`config.mk`:
```
export PLATFORM = sky130hd
export DESIGN_NAME = dsp48_mac_sequencer
export DESIGN_NICKNAME = d
export VERILOG_FILES = /design/src/rtl/dsp48_mac_sequencer.sv
export SDC_FILE = /design/constraint.sdc
export NUM_CORES = 1
export LEC_CHECK = 0
export CAP_MARGIN = 20
export CORE_MARGIN = 1
export CORE_UTILIZATION = 67
export CTS_CLUSTER_SIZE = 30
export DETAILED_ROUTE_END_ITERATION = 16
export DONT_BUFFER_PORTS = 1
export PLACE_DENSITY = 0.8
export SYNTH_ARGS = -nofsm -noshare
export SYNTH_HDL_FRONTEND = slang
export SYNTH_SLANG_ARGS = --single-unit
```
`constraint.sdc`:
```
create_clock -name CLK -period 7.9 [get_ports CLK]
set_clock_uncertainty 0.15 [all_clocks]
set_input_delay 2.37 -clock CLK [delete_from_list [all_inputs] [get_ports CLK]]
set_output_delay 2.37 -clock CLK [all_outputs]
set_load 0.01 [all_outputs]
```
`src/rtl/dsp48_mac_sequencer.sv`:
```
// Sequences one DSP48A1 slice as an N-term multiply-accumulator.
// Define MAC_TIMEOUT_EN to abort stalled jobs after TIMEOUT idle FEED cycles.
module dsp48_mac_sequencer #(
  parameter int CNT_W   = 16,
  parameter int MUL_LAT = 2,
  parameter int TIMEOUT = 64
) (
  input  logic             CLK,
  input  logic             RST_N,
  input  logic             start,
  input  logic [CNT_W-1:0] len,
  output logic             busy,
  input  logic             op_valid,
  output logic             op_ready,
  output logic             CEAB,
  output logic             CEM,
  output logic             CEP,
  output logic [7:0]       OPMODE,
  output logic             RSTP,
  input  logic [47:0]      P_IN,
  output logic             res_valid,
  input  logic             res_ready,
  output logic [47:0]      res_data
`ifdef MAC_TIMEOUT_EN
  ,
  output logic             timeout_err
`endif
);

  typedef enum logic [2:0] {
    S_IDLE,
    S_CLEAR,
    S_FEED,
    S_DRAIN,
    S_CAPT,
    S_HOLD
  } state_t;

  state_t state, nxt;

  logic [CNT_W-1:0]   rem;
  logic               first_q;
  logic [MUL_LAT-1:0] pipe_v;
  logic [MUL_LAT-1:0] pipe_f;
  logic               abort;

  assign CEAB = op_valid & op_ready;
  assign CEM  = busy;
  assign CEP  = pipe_v[MUL_LAT-1];

`ifdef MAC_TIMEOUT_EN
  localparam int TW = $clog2(TIMEOUT + 1);

  logic [TW-1:0] stall_cnt;
  logic          tmo_q;

  assign abort = (state == S_FEED) && op_ready && !op_valid
              && (stall_cnt == TW'(TIMEOUT - 1));

  always_ff @(posedge CLK or negedge RST_N) begin
    if (!RST_N) begin
      stall_cnt   <= '0;
      tmo_q       <= 1'b0;
      timeout_err <= 1'b0;
    end else begin
      if (state != S_FEED || CEAB)
        stall_cnt <= '0;
      else if (op_ready && !op_valid)
        stall_cnt <= stall_cnt + TW'(1);
      if (state == S_CLEAR)
        tmo_q <= 1'b0;
      else if (abort)
        tmo_q <= 1'b1;
      if (state == S_CAPT)
        timeout_err <= tmo_q;
      else if (state == S_HOLD && res_ready)
        timeout_err <= 1'b0;
    end
  end
`else
  assign abort = 1'b0;
`endif

  always_ff @(posedge CLK or negedge RST_N) begin
    if (!RST_N)
      state <= S_IDLE;
    else
      state <= nxt;
  end

  always_comb begin
    nxt = state;
    case (state)
      S_IDLE:  if (start) nxt = S_CLEAR;
      S_CLEAR: nxt = (rem != '0) ? S_FEED : S_DRAIN;
      S_FEED:  if (rem == '0 || abort) nxt = S_DRAIN;
      S_DRAIN: if (pipe_v == '0) nxt = S_CAPT;
      S_CAPT:  nxt = S_HOLD;
      S_HOLD:  if (res_ready) nxt = S_IDLE;
      default: nxt = S_IDLE;
    endcase
  end

  // Empty tap keeps Z=P so P simply holds while CEP is low
  always_comb begin
    busy     = (state != S_IDLE);
    op_ready = (state == S_FEED) && (rem != '0);
    RSTP     = (state == S_CLEAR);
    OPMODE   = 8'h00;
    if (state != S_IDLE)
      OPMODE = (CEP && pipe_f[MUL_LAT-1]) ? 8'h01 : 8'h09;
  end

  always_ff @(posedge CLK or negedge RST_N) begin
    if (!RST_N) begin
      rem       <= '0;
      first_q   <= 1'b0;
      pipe_v    <= '0;
      pipe_f    <= '0;
      res_valid <= 1'b0;
      res_data  <= '0;
    end else begin
      if (state == S_IDLE && start)
        rem <= len;
      else if (CEAB)
        rem <= rem - CNT_W'(1);
      if (state == S_CLEAR)
        first_q <= 1'b1;
      else if (CEAB)
        first_q <= 1'b0;
      pipe_v[0] <= CEAB;
      pipe_f[0] <= CEAB & first_q;
      for (int i = 1; i < MUL_LAT; i++) begin
        pipe_v[i] <= pipe_v[i-1];
        pipe_f[i] <= pipe_f[i-1];
      end
      if (state == S_CAPT) begin
        res_data  <= P_IN;
        res_valid <= 1'b1;
      end else if (state == S_HOLD && res_ready) begin
        res_valid <= 1'b0;
      end
    end
  end

endmodule

```
==> results.yml <==
yosys:
  synth_edf_count: 0
  async_flop_share_pct: 100
  ys_ff_latch: 73
  syn_area_per_cell_sq_um: 12.3
  synth_cells: 266
  yosysUniqueCellTypes: 48
  ys.warnings.count: 0
  seq_area_frac_synth_pct: 55.8
  syn-cell-area_sq_um: 3270
  synth_flop_cell: "dfrtp_1"
clock_tree:
  cts-root-buf: "clkbuf_8"
  clockBufferDepth: 2
  numCtsBuffers: 9
  clk_latency_ns: 0.34
  clkSinkCount: 73
  ctsHtreeMaxLevel: 3
  postCtsSetupBuffers: 0
  cts_hold_buf: 0
  cts_tree: "built"
  path_clk_slew_ns: 0.08
  cts_resized: 0
timing:
  slew_violations: 0
  period_minus_slack_ns: 5.42
  setup_ws_ns: 2.48
  setup-tns-final_ns: 0
  rsz0062_at_grt: "false"
  fmaxAchievable_mhz: 184
  period_share_pct: 68.7
  setup_viol: 0
  hold_viol_final: 0
  worst_pin_slew_ns: 0.795
  maxSlewHeadroom_pct: 46.9
critical_path:
  reg2reg_from: "rem[7]$_DFFE_PN0P_"
  cp.depth: 2
  worst-path-max-fanout: 7
  critPathTopFamily: "simple AND/OR/NAND/NOR gates"
  path_class: "in2out"
  worstRegToRegCells: 4
  crit_chain: "nand4bb_1, nor2_1"
  crit_path_top_delay_cell: "nor2_1"
  r2r_setup_slack_ns: 5.48
  crit_path_start: "op_valid"
  max_stage_delay_ns: 0.30
  cp.arrival_ns: 2.90
  path_buf_inv: 0
  r2r-end: "rem[14]$_DFFE_PN0P_"
  critPathCaptureType: "output pin"
  cp_data_required_time_ns: 5.38
  start_kind: "primary input"
floorplanning:
  dieArea_sq_um: 5170
  die_h_microns: 71.9
  pin_count: 132
  start_util_pct: 69.3
  rows: 25
  coreArea_sq_um: 4720
  die_w_microns: 71.9
final_layout:
  syn2layout_area_growth_pct: 6.88
  diodes: 0
  fin_area_sq_um: 3500
  nets: 331
  layout-drive-gt1-share_pct: 28.9
hold_path:
  hold_path_startpoint: "pipe_f[0]$_DFF_PN0_"
  min_to: "pipe_f[1]$_DFF_PN0_"
  hp-class: "reg2reg"
  whs_path_depth: 0
drt:
  drt-total-wl_microns: 6050
  wl_per_cell_microns: 18.2
  routed-via-count: 2077
  first_iter_violations: 167
  first_pass_iters: 4
  viasPerCell: 6.24
  drc_errors: 0
  postRouteAntennaNets: 0
grt:
  antenna_found_initial: 0
  globalRouteOverflowTotal: 0
  grt_pass1_vias: 1913
  grt_pass1_wl_microns: 9250
  grt_usage_pct: 23.7
  grt_max_degree: 74
pwr:
  finalPower_uw: 1490
  power.leakage_uw: 0.00147
  max-vdd-ir-drop_v: 0.000219
  p_per_area_nw_per_um2: 427
place:
  placed_cell_area_sq_um: 3270
  port_buffers: 0
  place.gp.congestion: 0.764
  place_ws_ns: 2.47
  dp_hpwl_microns: 4280
status:
  outcome: "finished clean"
flow_run:
  drv_cap: 0
synth_stat cells (2+ instances only):
cell type	count	area share (%)
o41ai_1	4	1.1
mux2_2	49	17
nor3_1	5	0.76
inv_1	6	0.69
buf_4	8	1.8
clkbuf_1	8	0.92
or4_2	2	0.54
dfrtp_1	73	56
or3_1	4	0.76
or4_4	2	0.69
o21ai_0	10	1.5
nand2_1	7	0.80
o22a_1	2	0.54
a21oi_1	3	0.46
nor2_1	16	1.8
a31oi_1	12	2.3
or4b_1	3	0.92
a211o_1	2	0.54
nand4b_1	3	0.80
o211a_1	2	0.61
o31ai_1	3	0.69
buf_1	5	0.57
or4_1	4	0.92
nand2b_1	3	0.57
nor3b_1	2	0.46
nand3_1	4	0.61
nor4_1	3	0.57
worst max-delay path by stage:
stage and endpoint:
6_report CEAB, 3_5_place_dp CEAB, 3_3_place_gp CEAB, 4_1_cts CEAB
2_1_floorplan CEAB, 5_1_grt CEAB
area by class of cell:
type                            instances  area [sq um]
Tap cell                               67          83.8
Timing Repair Buffer                    2          15.0
Fill cell                             316          1220
Clock buffer                           10           138
Clock inverter                          6          87.6
Sequential cell                        73          1830
Multi-Input combinational cell        169          1330
Inverter                                6          22.5
routing by layer:
metal / GRT usage [%] / vias up / wire [microns]
met5: 0 / - / 0
met4: 9.59 / 0 / 77
met3: 5.28 / 8 / 380
met2: 38.1 / 91 / 3010
met1: 31.8 / 1017 / 2580
li1: - / 961 / -
sequential cells by signal (all words and copies together) (netlist names):
register	count
first_q	1
res_valid	1
rem	16
pipe_f	2
pipe_v	2
state	3
res_data	48
worst register-to-register path, cell delays in order (launching register included):
cell and delay, ns:
dfrtp_1 0.45, or4_4 0.57, or3_4 0.45, or4_1 0.54
a31oi_1 0.19
kinds of logic after synthesis:
family	after synthesis	share of synthesized area, %
buf+inv	29	4.51
compound gates	44	9.29
flops	73	55.8
other cells	1	0.115
simple gates	69	13.1
fa+ha+maj	1	0.382
mux	49	16.9
cells in the final DEF, fill, tap and decap left out, types with 2 or more instances in the layout:
cell | Yosys | layout
nor4_1 | 3 | 3
nor3_1 | 5 | 5
or4_1 | 4 | 4
bufinv_16 | 0 | 2
or3_1 | 4 | 4
nand3_1 | 4 | 4
conb_1 | 1 | 6
o31ai_1 | 3 | 3
nor3b_1 | 2 | 2
a31oi_1 | 12 | 12
or4_4 | 2 | 2
nand2b_1 | 3 | 3
buf_4 | 8 | 2
o22a_1 | 2 | 2
nand2_1 | 7 | 7
mux2_2 | 49 | 49
or4b_1 | 3 | 3
inv_1 | 6 | 6
or4_2 | 2 | 2
clkinv_2 | 0 | 2
inv_6 | 0 | 2
clkbuf_8 | 0 | 10
o21ai_0 | 10 | 10
o211a_1 | 2 | 2
nand4b_1 | 3 | 3
a211o_1 | 2 | 2
a21oi_1 | 3 | 3
nor2_1 | 16 | 15
o41ai_1 | 4 | 4
dfrtp_1 | 73 | 73
stage by stage:
| step | cells | hold slack [ns] | util [%] |
|---|---|---|---|
| 3_5_place_dp | 317 | 0.185 | 69.3 |
| 4_1_cts | 333 | 0.203 | 74.1 |
| 6_report | 333 | 0.203 | 74.1 |
| 3_3_place_gp | 317 | 0.182 | 69.3 |
| 5_1_grt | 333 | 0.217 | 74.1 |
| 2_1_floorplan | 271 | 0.181 | - |
power by group:
group | internal (uW) | switching, uW
registers | 559 | 215
clock network | 188 | 136
logic | 218 | 178
Power figures use the tool's default switching activity.
